===== src/rtl/sfr_pkg.sv =====
// Shared definitions for the serial frame receiver: FSM encodings and line idle level.
package sfr_pkg;

    typedef enum logic [1:0] {
        IDLE = 2'd0,
        DATA = 2'd1,
        PAR  = 2'd2,
        STOP = 2'd3
    } sfr_state_t;

    // Serial line level between frames; a start bit is the opposite level.
    localparam logic IDLE_LEVEL = 1'b1;

endpackage


===== src/rtl/sfr_shift_core.sv =====
// Serial shift-in register with shift enable and synchronous clear.
module sfr_shift_core #(
    parameter int WIDTH     = 4,
    parameter int MSB_FIRST = 0
) (
    input  logic             clk,
    input  logic             rst,
    input  logic             clr,
    input  logic             shift_en,
    input  logic             din,
    output logic [WIDTH-1:0] q
);

    // LSB-first frames enter at the MSB and move right; MSB-first frames enter at the LSB.
    always_ff @(posedge clk or posedge rst) begin
        if (rst) begin
            q <= '0;
        end else if (clr) begin
            q <= '0;
        end else if (shift_en) begin
            if (MSB_FIRST != 0) q <= {q[WIDTH-2:0], din};
            else                q <= {din, q[WIDTH-1:1]};
        end
    end

endmodule


===== src/rtl/serial_frame_receiver.sv =====
// Framed serial receiver: start bit, WIDTH data bits, optional even parity, stop bit.
// Completed words are held on Q with a valid/rd handshake; a frame that completes
// while an unread word is held is dropped and flagged as overrun.
module serial_frame_receiver
    import sfr_pkg::*;
#(
    parameter int WIDTH     = 4,
    parameter int PARITY_EN = 1,
    parameter int MSB_FIRST = 0
) (
    input  logic             clk,
    input  logic             rst,
    input  logic             en,
    input  logic             serial_in,
    input  logic             rd,
    output logic [WIDTH-1:0] Q,
    output logic             valid,
    output logic             parity_err,
    output logic             frame_err,
    output logic             overrun
);

    localparam int             CW   = (WIDTH > 2) ? $clog2(WIDTH) : 1;
    localparam logic [CW-1:0]  LAST = CW'(WIDTH - 1);

    sfr_state_t        state, state_nxt;
    logic [CW-1:0]     cnt, cnt_nxt;
    logic              pe, pe_nxt;
    logic              shift_en, shift_clr, complete;
    logic [WIDTH-1:0]  shreg;

    sfr_shift_core #(
        .WIDTH     (WIDTH),
        .MSB_FIRST (MSB_FIRST)
    ) u_shift (
        .clk      (clk),
        .rst      (rst),
        .clr      (shift_clr),
        .shift_en (shift_en),
        .din      (serial_in),
        .q        (shreg)
    );

    // Frame FSM state, bit counter and pending parity result.
    always_ff @(posedge clk or posedge rst) begin
        if (rst) begin
            state <= IDLE;
            cnt   <= '0;
            pe    <= 1'b0;
        end else begin
            state <= state_nxt;
            cnt   <= cnt_nxt;
            pe    <= pe_nxt;
        end
    end

    // Next-state and datapath controls; nothing advances on edges without en.
    always_comb begin
        state_nxt = state;
        cnt_nxt   = cnt;
        pe_nxt    = pe;
        shift_en  = 1'b0;
        shift_clr = 1'b0;
        complete  = 1'b0;
        if (en) begin
            case (state)
                IDLE: begin
                    if (serial_in != IDLE_LEVEL) begin
                        state_nxt = DATA;
                        cnt_nxt   = '0;
                        pe_nxt    = 1'b0;
                        shift_clr = 1'b1;
                    end
                end
                DATA: begin
                    shift_en = 1'b1;
                    if (cnt == LAST) begin
                        // Counter parks at the last index rather than wrapping.
                        if (PARITY_EN != 0) state_nxt = PAR;
                        else                state_nxt = STOP;
                    end else begin
                        cnt_nxt = cnt + CW'(1);
                    end
                end
                PAR: begin
                    // Even parity: a 1 here means the ones count including parity is odd.
                    pe_nxt    = (^shreg) ^ serial_in;
                    state_nxt = STOP;
                end
                STOP: begin
                    complete  = 1'b1;
                    state_nxt = IDLE;
                end
                default: state_nxt = IDLE;
            endcase
        end
    end

    // Output hold register and rd handshake; a same-edge rd frees the slot for a new word.
    always_ff @(posedge clk or posedge rst) begin
        if (rst) begin
            Q          <= '0;
            valid      <= 1'b0;
            parity_err <= 1'b0;
            frame_err  <= 1'b0;
            overrun    <= 1'b0;
        end else if (complete && (!valid || rd)) begin
            Q          <= shreg;
            valid      <= 1'b1;
            parity_err <= pe;
            frame_err  <= ~serial_in;
            if (valid) overrun <= 1'b0;
        end else if (complete) begin
            overrun <= 1'b1;
        end else if (rd && valid) begin
            valid   <= 1'b0;
            overrun <= 1'b0;
        end
    end

endmodule


===== config.mk =====
export PLATFORM = sky130hd
export DESIGN_NAME = serial_frame_receiver
export DESIGN_NICKNAME = d
export VERILOG_FILES = /design/src/rtl/sfr_pkg.sv /design/src/rtl/sfr_shift_core.sv /design/src/rtl/serial_frame_receiver.sv
export SDC_FILE = /design/constraint.sdc
export NUM_CORES = 1
export LEC_CHECK = 0
export CORE_MARGIN = 4
export CORE_UTILIZATION = 55
export DETAILED_ROUTE_END_ITERATION = 10
export GPL_TIMING_DRIVEN = 0
export PLACE_DENSITY = 0.8
export SETUP_SLACK_MARGIN = 0.4
export SLEW_MARGIN = 20
export SYNTH_ARGS = -nofsm -noshare
export SYNTH_HDL_FRONTEND = slang
export SYNTH_HIERARCHICAL = 1
export SYNTH_SLANG_ARGS = --single-unit

===== constraint.sdc =====
create_clock -name clk -period 2.9 [get_ports clk]
set_clock_uncertainty 0.05 [all_clocks]
set_input_delay 0.58 -clock clk [delete_from_list [all_inputs] [get_ports clk]]
set_output_delay 0.58 -clock clk [all_outputs]
set_load 0.05 [all_outputs]

Word level (Yosys, flattened, before mapping)

Cells that the tools add are included.
Widths: inputs -> output; s select.

Bits in registers: 17
Bits in latches: 0
Bits in writable memories: 0
Bits in read-only memories: 0
Bits of input ports: 5
Output and inout port bits: 8
Logic and storage cells: 60
Memories kept: 0

$add $sub $neg: 1
$mul: 0
Div/mod/pow operators: 0
$lt $le $gt $ge: 0
Equality and inequality tests: 9
Shift-type cells: 0
Multiplexer cells: 23
Bitwise logic cells: 2
Reductions and logical operators: 16

Operators with widths:

| cell                | count |
|---|---|
| $mux 1              | 14 |
| $mux 2              | 4 |
| $mux 4              | 2 |
| $ne 2x2->1 const B  | 4 |
| $pmux 2 s4          | 1 |
| $reduce_bool 2->1   | 4 |
| $eq 2x2->1 const B  | 3 |
| $reduce_and 3->1    | 2 |
| $pmux 2 s2          | 1 |
| $reduce_and 2->1    | 2 |
| $reduce_and 4->1    | 1 |
| $reduce_xor 4->1    | 1 |
| $reduce_bool 3->1   | 1 |
| $add 2x1->2 const B | 1 |
| $eq 2x1->1 const B  | 1 |
| $logic_and 1x1->1   | 2 |
| $logic_not 2->1     | 1 |
| $ne 2x1->1 const B  | 1 |
| $pmux 1 s2          | 1 |
| $logic_not 1->1     | 1 |
| $logic_or 1x1->1    | 1 |
| $not 1->1           | 1 |
| $xor 1x1->1         | 1 |

Logic depth before layout (Yosys ltp)

Gate-level depths: netlist of the first run.

Word-level depth: 6
Mapped depth: 6
Mapped depth without buffers: 5

By module

Netlist of the first run, hierarchy kept.

By module, submodules not included:

| module                | times used | cells an instance | area an instance (um^2) | sequential area each (um^2) |
|---|---|---|---|---|
| serial_frame_receiver | 1          | 59                | 698.2                   | 325.3 |
| sfr_shift_core        | 1          | 14                | 163.9                   | 100.1 |

Least setup slack after synthesis of the first run

Ideal clock, no wire load.

Kind: flip-flop to flip-flop
Start point: reg state[0]
End point: reg state[1]
Library setup time: 125 ps
Data arrival time: 1264 ps
Data required time: 2725 ps
Slack: 1461 ps
Stages on the path, launching flop included: 6
Path buffers: 0
Clock period less this slack: 1439 ps
Path through: dfrtp_1 > inv_1 > ha_1 > a21boi_2 > nand2_1 > mux2_4

Word-level cells in the longest chain between the ends: 3
Elaborated cells on any way between the ends: 8
Classes of those cells: 5 x eq/ne; 1 x mux; 2 x reduce/logical

RTL lines:

| element                                              | line                        | source |
|---|---|---|
| from (decl)                                          | serial_frame_receiver.sv:26 | `sfr_state_t state, state_nxt;` |
| from (signal assigned)                               | serial_frame_receiver.sv:51 | `state <= state_nxt;` |
| $eq 2x1->1 / $logic_not 2->1 (equally long branches) | serial_frame_receiver.sv:66 | `case (state)` |
| $ne 2x2->1 (no line)                                 | n/a                         |  |
| $reduce_and 3->1 (no line)                           | n/a                         |  |

Parallel ways exist; a longest one is shown, timed or not.
A chain may end at the register's enable or synchronous reset.

Worst setup path in the final report of the first run

Start point: reg valid
End point: out valid

RTL lines:

| element                | line                         | source |
|---|---|---|
| from (decl)            | serial_frame_receiver.sv:17  | `output logic valid,` |
| from (signal assigned) | serial_frame_receiver.sv:103 | `valid <= 1'b0;` |
| from (signal assigned) | serial_frame_receiver.sv:109 | `valid <= 1'b1;` |
| from (signal assigned) | serial_frame_receiver.sv:116 | `valid <= 1'b0;` |

No word-level cell between the ends.

==> results of run 1 <==
==> registers in the layout (all words and copies together) (netlist names) <==
| name | flops |
|---|---|
| parity_err | 1 |
| cnt | 2 |
| valid | 1 |
| state | 2 |
| frame_err | 1 |
| Q | 4 |
| u_shift/q | 4 |
| overrun | 1 |
| pe | 1 |
==> through the flow <==
stage / hold WS (ns) / area (sq um) / utilization / cells / worst slack [ns]
2_1_floorplan: 0.296 / 862 / - / 73 / 1.46
3_3_place_gp: 0.423 / 1000 / 0.673 / 101 / 0.869
3_5_place_dp: 0.445 / 1000 / 0.673 / 101 / 0.860
4_1_cts: 0.446 / 1030 / 0.691 / 105 / 0.677
5_1_grt: 0.450 / 1030 / 0.691 / 105 / 0.613
6_report: 0.438 / 1030 / 0.691 / 105 / 0.669
==> routing by layer <==
layer  vias up  GRT usage
met3         4     0.0338
li1        282          -
met1       273      0.191
met2         8      0.273
met5         -          0
met4         0     0.0645
==> cell type report <==
cell class                      count  share of cell area
Buffer                              1             0.00487
Clock buffer                        4              0.0255
Inverter                            7              0.0255
Multi-Input combinational cell     48               0.394
Sequential cell                    17               0.414
Tap cell                           16              0.0195
Timing Repair Buffer               12               0.117
==> how the worst max path moves through the flow <==
stage / start / end / slack, ns / cells after the start
after floorplan: state[0]$_DFFE_PP0P_ / state[1]$_DFFE_PP0P_ / 1.46 / 5
after global placement: en / Q[1]$_DFFE_PP0P_ / 0.87 / 4
after detailed placement: en / Q[3]$_DFFE_PP0P_ / 0.86 / 4
after CTS: valid$_DFFE_PP0P_ / valid / 0.68 / 1
after global routing: valid$_DFFE_PP0P_ / valid / 0.61 / 1
final: valid$_DFFE_PP0P_ / valid / 0.67 / 1
==> layout by cell type, fill, tap and decap left out, types with 2 or more instances in the layout <==
cell type	count
mux2i_1	6
clkdlybuf4s50_1	12
nand3_1	2
nor2_1	7
clkbuf_4	3
ha_1	6
dfrtp_1	17
nand2_1	4
mux2_2	5
o21ai_0	4
inv_1	7
==> power by group through the flow <==
stage / clock network [mW] / registers (mW) / logic (mW)
after floorplan: 0 / 0.575 / 0.303
after CTS: 0.126 / 0.419 / 0.633
final: 0.126 / 0.418 / 0.625
after global routing: 0.140 / 0.436 / 0.685
after detailed placement: 0 / 0.424 / 0.630
after global placement: 0 / 0.417 / 0.615
==> logic make-up after synthesis <==
logic type,synth area share
and+or+nand+nor,0.0740
DFF,0.493
buffers and inverters,0.0363
AOI/OAI and AO/OA,0.110
xor gates and xnor gates,0.0464
muxes,0.152
adders and majority gates,0.0871
==> results.toml, run 1 <==
[run_status]
outcome = "completed"

[synthesis]
synth_common_cells = "17 x dfrtp_1, 7 x inv_1, 7 x nor2_1"
yosysTopAreaCell = "dfrtp_1"
ys_top_cells_by_area = "dfrtp_1 49%, ha_1 8.7%, mux2i_1 7.0%"
synth_cells = 73
ys_ff_latch = 17
yosys_most_used_dff = "dfrtp_1"
syn_nets = 84
synthArstFlopShare = 1.00
synth.most_common_cell = "dfrtp_1"
post_synth_num_cell_types = 24
syn_area_per_cell_sq_um = 11.8
synth_edf_count = 0
synth-seq-area-share = 0.493
synthesis.area_sq_um = 862
synth_top_cell_area_share = 0.493
yosys_warnings = 6

[setup_path]
worst-path-buf-inv = 1
r2r_slack_ns = 1.31
r2r_start = "state[0]$_DFFE_PP0P_"
timing_worst_setup_path_type = "reg -> out"
path_cells = "clkdlybuf4s50_1"
cpLargestDelayFamily = "buffers and inverters"
r2r_cells = 5
crit_slowest_cell = "clkdlybuf4s50_1"
critical_path_required_ns = 2.27
cpPeakStageDelay_ns = 0.84
r2r_end = "state[1]$_DFFE_PP0P_"
cp-start-kind = "flip-flop"
critPathCaptureType = "output port"
cp.arrival_ns = 1.60
worstPathMaxFanout = 5

[cts]
post_cts_buffers = 0
clk_pin_slew_ns = 0.10
cts-resized-gates = 0
cts_buffers = 3
clock-sinks = 17
postCtsHoldBufs = 0
tritoncts = "done"
ctsRootBufferMaster = "clkbuf_4"
clk_path_buf_depth = 2
h-tree-depth = 1
worstSkewPairLatency_ns = 0.29

[die]
initial_core_util = 0.579
dieWidth_um = 47.6
coreArea_sq_mm = 0.00149
io_pins = 13
die-area_sq_mm = 0.00226
rows = 14
die_h_um = 47.6

[global_routing]
grt_use_total = 0.158
grt_pass1_vias = 599
antenna_found_initial = 0
grt-ovfl-total = 0
grt_pass1_wl_um = 2490
grt_start_max_net_pins = 14

[detailed_routing]
drc_errors = 0
top_layer_used = "met4"
wl_um = 1420
vias = 567
vias_per_cell = 5.40
met1_length_um = 622
wl_met3_um = 51
route.met2.wl_um = 713
wire_per_inst_um = 13.5
drt_iter0_drc = 4
ant_nets = 0
first_pass_iters = 4

[finish]
fill_cells = 107
nets = 101
layout-drive-gt1-share = 0.146
multi_input_area_sq_um = 405
diodes = 0
seqCellArea_sq_um = 425
syn_to_final_growth_pct = 19.3

[timing]
maxSlewViolCount = 0
fin_crit_ns = 2.23
finalSetupViolCount = 0
hold_viol_final = 0
period_share = 0.769
setup_tns_ns = 0
worst-slew-pin-transition_ns = 0.492
fmax_mhz = 448
rsz0062_at_grt = "false"
max-slew-margin-rel = 0.671

[power]
p_leak_nw = 0.491
p_comb_frac = 0.535
vdd_drop_max_v = 0.000658
design_power_total_mw = 1.17
p_sw_mw = 0.510
intPower_mw = 0.659
power.density_mw_per_mm2 = 1140
swShare = 0.436
power.share.clock = 0.108
pwr-share-seq = 0.357

[job]
cap_viol_max_count = 0

[place]
portBuffers = 12
place.gp.congestion = 0.677
hpwl_um = 1100

[hold_path]
holdCritPathClass = "in -> async"
Note: power is estimated with default switching activity, not from simulation.
==> run 2: changes to the inputs <==
--- a/config.mk
+++ b/config.mk
@@ -6,10 +6,10 @@
 export NUM_CORES = 1
 export LEC_CHECK = 0
 export CORE_MARGIN = 4
-export CORE_UTILIZATION = 55
+export CORE_UTILIZATION = 51
 export DETAILED_ROUTE_END_ITERATION = 10
 export GPL_TIMING_DRIVEN = 0
-export PLACE_DENSITY = 0.8
+export PLACE_DENSITY = 0.75
 export SETUP_SLACK_MARGIN = 0.4
 export SLEW_MARGIN = 20
 export SYNTH_ARGS = -nofsm -noshare
==> constraint.sdc (replaced) <==
create_clock -name clk -period 2.1 [get_ports clk]
set_clock_uncertainty 0.05 [all_clocks]
set_input_delay 0.42 -clock clk [delete_from_list [all_inputs] [get_ports clk]]
set_output_delay 0.42 -clock clk [all_outputs]
set_load 0.05 [all_outputs]
==> run 2 against run 1 <==
Compared with the run above: worst hold slack worse by 0.15 ns; power up 33%; critical path depth unchanged; global-route usage down 2.2 points; combinational power grew 30%; first-iteration DRC count up 75%; wire length fell by 1.8%; sequential power rose by 38%; non-clock buffer count stayed put; utilization shrank 4.0 points; via count is 0.18% lower; critical path type unchanged; largest cell class unchanged.
==> results.toml, run 2 (same netlist as run 1, synthesis figures left out) <==
[run_status]
outcome = "completed"

[detailed_routing]
drc_errors = 0
ant_nets = 0
drt_iter0_drc = 7
vias_per_cell = 5.39
first_pass_iters = 3
vias = 566
wl_um = 1390
wire_per_inst_um = 13.2

[setup_path]
cpLargestDelayFamily = "buffers and inverters"
worstPathMaxFanout = 2
crit_slowest_cell = "dlygate4sd2_1"
path_cells = "dlygate4sd2_1"
setup.worst_path.start = "overrun$_DFFE_PP0P_"
cpPeakStageDelay_ns = 0.53
timing_worst_setup_path_type = "reg -> out"
r2r_start = "state[1]$_DFFE_PP0P_"
critical_path_required_ns = 1.63
critPathCaptureType = "output port"
cp.arrival_ns = 1.17
worst-path-buf-inv = 1
cp-start-kind = "flip-flop"

[die]
die_h_um = 49.1
coreArea_sq_mm = 0.00156
initial_core_util = 0.553
rows = 14
dieWidth_um = 49.1
io_pins = 13
die-area_sq_mm = 0.00241

[cts]
tritoncts = "done"
worstSkewPairLatency_ns = 0.28
clk_pin_slew_ns = 0.09
cts_buffers = 3
clk_path_buf_depth = 2
ctsRootBufferMaster = "clkbuf_4"
clock-sinks = 17
h-tree-depth = 1

[finish]
fill_cells = 136
nets = 101
diodes = 0
final_area_sq_mm = 0.00101
seqCellArea_sq_um = 425
layout-drive-gt1-share = 0.157
layout_common_cells = "17 x dfrtp_1, 7 x inv_1, 7 x nor2_1, 7 x dlygate4sd2_1"
multi_input_area_sq_um = 405
final_common_cell = "dfrtp_1"
top_regs = "Q (4), u_shift/q (4)"
syn_to_final_growth_pct = 17.7

[timing]
setup_tns_ns = 0
maxSlewViolCount = 0
fin_crit_ns = 1.64
finalSetupViolCount = 0
period_share = 0.782
worst-slew-pin-transition_ns = 0.504
max-slew-margin-rel = 0.664
whs_ns = 0.288
fmax_mhz = 609
rsz0062_at_grt = "false"
hold_viol_final = 0

[power]
design_power_total_mw = 1.55
p_leak_nw = 0.514
power.density_mw_per_mm2 = 1530
vdd_drop_max_v = 0.000679

[global_routing]
grt-ovfl-total = 0
grt_pass1_wl_um = 2550
antenna_found_initial = 0
grt_use_total = 0.136
grt_pass1_vias = 576
grt_start_max_net_pins = 14

[place]
hpwl_um = 1100
placed_area_sq_mm = 0.00100
place.gp.congestion = 0.658
portBuffers = 12

[hold_path]
holdCritPathClass = "in -> async"

[job]
cap_viol_max_count = 0
[run 2: power breakdown]
group | internal [mW] | leakage [nW] | switching (mW) | total [mW]
Sequential | 0.467 | 0.219 | 0.111 | 0.577
Clock | 0.0737 | 0.0150 | 0.0931 | 0.167
Combinational | 0.321 | 0.280 | 0.489 | 0.811
[run 2: area by class of cell]
type                       instances  area share
inverter                           7      0.0259
buffer                             1     0.00493
sequential                        17       0.419
timing repair buffer              12       0.105
clock buffer                       4      0.0259
tap                               16      0.0197
multi-input combinational         48       0.400
[run 2: path summary, 6_finish.rpt]
kind / slack [ns] / endpoint / cells after the start
worst min-delay path: 0.29 / u_shift/q[3]$_DFFE_PP0P_ / 2
min in group clk: 0.46 / Q[2]$_DFFE_PP0P_ / 1
worst min register to register: 0.46 / Q[2]$_DFFE_PP0P_ / 1
max in group asynchronous: 1.23 / Q[0]$_DFFE_PP0P_ / 2
worst max register to register: 0.50 / state[1]$_DFFE_PP0P_ / 5
worst max-delay path: 0.46 / overrun / 1
[run 2: per-stage QoR]
| stage | cells | setup WS [ns] | utilization |
|---|---|---|---|
| 2_1_floorplan | 73 | 0.661 | - |
| 3_3_place_gp | 101 | 0.228 | 0.643 |
| 3_5_place_dp | 101 | 0.225 | 0.643 |
| 4_1_cts | 105 | 0.315 | 0.653 |
| 5_1_grt | 105 | 0.402 | 0.651 |
| 6_report | 105 | 0.458 | 0.651 |
[run 2: what timing repair did]
| action | in CTS | in global routing |
|---|---|---|
| setup endpoints to repair | 8 | 1 |
| gates cloned | 0 | 0 |
| setup buffers | 0 | 0 |
| resized for setup | 8 | 2 |
| hold buffers | 0 | 0 |
[run 2: metal layers]
metal,up-vias,track usage,share of wire
met1,265,0.172,0.47
met3,4,0.0183,0.027
met2,10,0.223,0.48
met5,-,0,0
met4,0,0.0711,0.019
li1,287,-,-
==> run 3: changes to the inputs <==
--- a/config.mk
+++ b/config.mk
@@ -6,10 +6,10 @@
 export NUM_CORES = 1
 export LEC_CHECK = 0
 export CORE_MARGIN = 4
-export CORE_UTILIZATION = 51
+export CORE_UTILIZATION = 46
 export DETAILED_ROUTE_END_ITERATION = 10
 export GPL_TIMING_DRIVEN = 0
-export PLACE_DENSITY = 0.75
+export PLACE_DENSITY = 0.71
 export SETUP_SLACK_MARGIN = 0.4
 export SLEW_MARGIN = 20
 export SYNTH_ARGS = -nofsm -noshare
==> constraint.sdc (replaced) <==
create_clock -name clk -period 1.3 [get_ports clk]
set_clock_uncertainty 0.05 [all_clocks]
set_input_delay 0.26 -clock clk [delete_from_list [all_inputs] [get_ports clk]]
set_output_delay 0.26 -clock clk [all_outputs]
set_load 0.05 [all_outputs]
==> run 3 against run 2 <==
Compared with the run above: the run now ends with setup timing left; critical path depth rose by 4; wire length increased by 32%; first-iteration DRC count down 43%; sequential share of layout area decreased by 8.5 points; final area grew 29%; utilization up 10 points; sequential power is 79% higher; die area up 9.1%; critical endpoint is now state[1]$_DFFE_PP0P_.
==> results.toml, run 3 (same netlist as run 1, synthesis figures left out) <==
[run_status]
outcome = "finished, violations left"
violations = "setup timing"

[die]
io_pins = 13
coreArea_sq_mm = 0.00175
dieWidth_um = 51.3
die_h_um = 51.3
initial_core_util = 0.494
die-area_sq_mm = 0.00263
rows = 15

[cts]
clk_path_buf_depth = 2
postCtsHoldBufs = 0
tritoncts = "done"
ctsRootBufferMaster = "clkbuf_4"
h-tree-depth = 1
clk_pin_slew_ns = 0.10
clock-sinks = 17
worstSkewPairLatency_ns = 0.29
cts_buffers = 3

[timing]
fin_ws_ns = -0.138
finalSetupViolCount = 14
rsz0062_at_grt = "true"
fmax_mhz = 695
hold_viol_final = 0
fin_crit_ns = 1.44
worst-slew-pin-transition_ns = 0.533
max-slew-margin-rel = 0.644
maxSlewViolCount = 0
period_share = 1.11

[place]
hpwl_um = 1110
place_ws_ns = -0.433
placed_area_sq_mm = 0.00106
portBuffers = 12
place.gp.congestion = 0.704

[power]
power.share.clock = 0.084
vdd_drop_max_v = 0.00138
p_comb_frac = 0.610
pwr-share-seq = 0.307
p_sw_mw = 1.38
design_power_total_mw = 3.36
p_leak_nw = 0.608
power.density_mw_per_mm2 = 2570
swShare = 0.410
intPower_mw = 1.98

[detailed_routing]
drc_errors = 0
vias_per_cell = 5.04
wl_um = 1830
first_pass_iters = 4
vias = 650
ant_nets = 0
wire_per_inst_um = 14.2
drt_iter0_drc = 4

[global_routing]
grt_use_total = 0.148
grt-ovfl-total = 0
grt_start_max_net_pins = 14
grt_pass1_wl_um = 2850
antenna_found_initial = 0
grt_pass1_vias = 648

[setup_path]
cp.arrival_ns = 1.57
critPathCaptureType = "flip-flop"
timing_worst_setup_path_type = "reg -> reg"
worstPathMaxFanout = 4
cp-start-kind = "flip-flop"
critical_path_required_ns = 1.43

[finish]
layout_common_cells = "12 x buf_4, 10 x dfrtp_2, 8 x buf_8, 7 x dfrtp_1"
layout-drive-gt1-share = 0.529
diodes = 0
nets = 116
top_regs = "Q (4), u_shift/q (4)"
syn_to_final_growth_pct = 52.0
final_common_cell = "buf_4"
fill_cells = 103
final_area_sq_mm = 0.00131

[job]
cap_viol_max_count = 0

[hold_path]
holdCritPathClass = "in -> async"
==> run 3: changes by cell type in the layout (fill, tap and decap cells not counted), moves of 4 or more <==
cell	change
dfrtp_1	-10
buf_4	+12
buf_8	+8
o21ai_0	-4
mux2_2	-5
dfrtp_2	+10
mux2_4	+5
dlygate4sd2_1	-7
==> run 3: final timing paths <==
kind                                             to                  from  slack, ns  cells past startpoint
min in group clk                     pe$_DFFE_PP0P_        pe$_DFFE_PP0P_       0.46                      1
max in group asynchronous       overrun$_DFFE_PP0P_                   rst       0.54                      2
max reg2reg                    state[1]$_DFFE_PP0P_  state[0]$_DFFE_PP0P_      -0.14                      5
min                        u_shift/q[1]$_DFFE_PP0P_                   rst       0.11                      2
min reg2reg                          pe$_DFFE_PP0P_        pe$_DFFE_PP0P_       0.46                      1
max                            state[1]$_DFFE_PP0P_  state[0]$_DFFE_PP0P_      -0.14                      5
==> run 3: critical path, cell delays in order, from the launching register on <==
cell      delay (ns)
dfrtp_2         0.46
inv_4           0.05
ha_4            0.17
a21boi_4        0.20
nand2_2         0.10
mux2_4          0.30
==> run 3: metrics by stage <==
stage	instances	TNS, ns	hold slack, ns	utilization
floorplan	73	-0.382	-0.0239	-
global placement	110	-5.90	0.427	0.609
detailed placement	110	-5.95	0.435	0.609
CTS	124	-0.988	0.113	0.718
global route	129	-1.99	0.122	0.751
finish	129	-1.18	0.114	0.751
==> run 3: final cells by class <==
type                            count  area [sq um]  area share
Buffer                              1          13.8      0.0105
Clock buffer                        4          26.3      0.0201
Inverter                            7          31.3      0.0239
Multi-Input combinational cell     48           485       0.371
Sequential cell                    17           438       0.334
Tap cell                           25          31.3      0.0239
Timing Repair Buffer               27           284       0.217
==> run 3: layer usage <==
| metal | global-route usage | vias to the layer above | routed length, um |
|---|---|---|---|
| li1 | - | 314 | - |
| met1 | 0.173 | 320 | 763 |
| met2 | 0.249 | 11 | 977 |
| met3 | 0.0408 | 5 | 52 |
| met4 | 0.0699 | 0 | 40 |
| met5 | 0 | - | 0 |
==> run 3: power groups by stage <==
stage / clock network (mW) / registers (mW) / logic [mW]
floorplan: 0 / 1.32 / 0.767
global placement: 0 / 0.956 / 1.47
detailed placement: 0 / 0.971 / 1.50
CTS: 0.298 / 1.04 / 1.88
global route: 0.324 / 1.06 / 2.20
finish: 0.281 / 1.03 / 2.05
==> run 3: timing repair <==
| item | CTS | global route |
|---|---|---|
| pin swaps | 6 | 3 |
| resized for setup | 77 | 5 |
| buffers inserted | 10 | 5 |
| endpoints found under the setup margin | 25 | 25 |
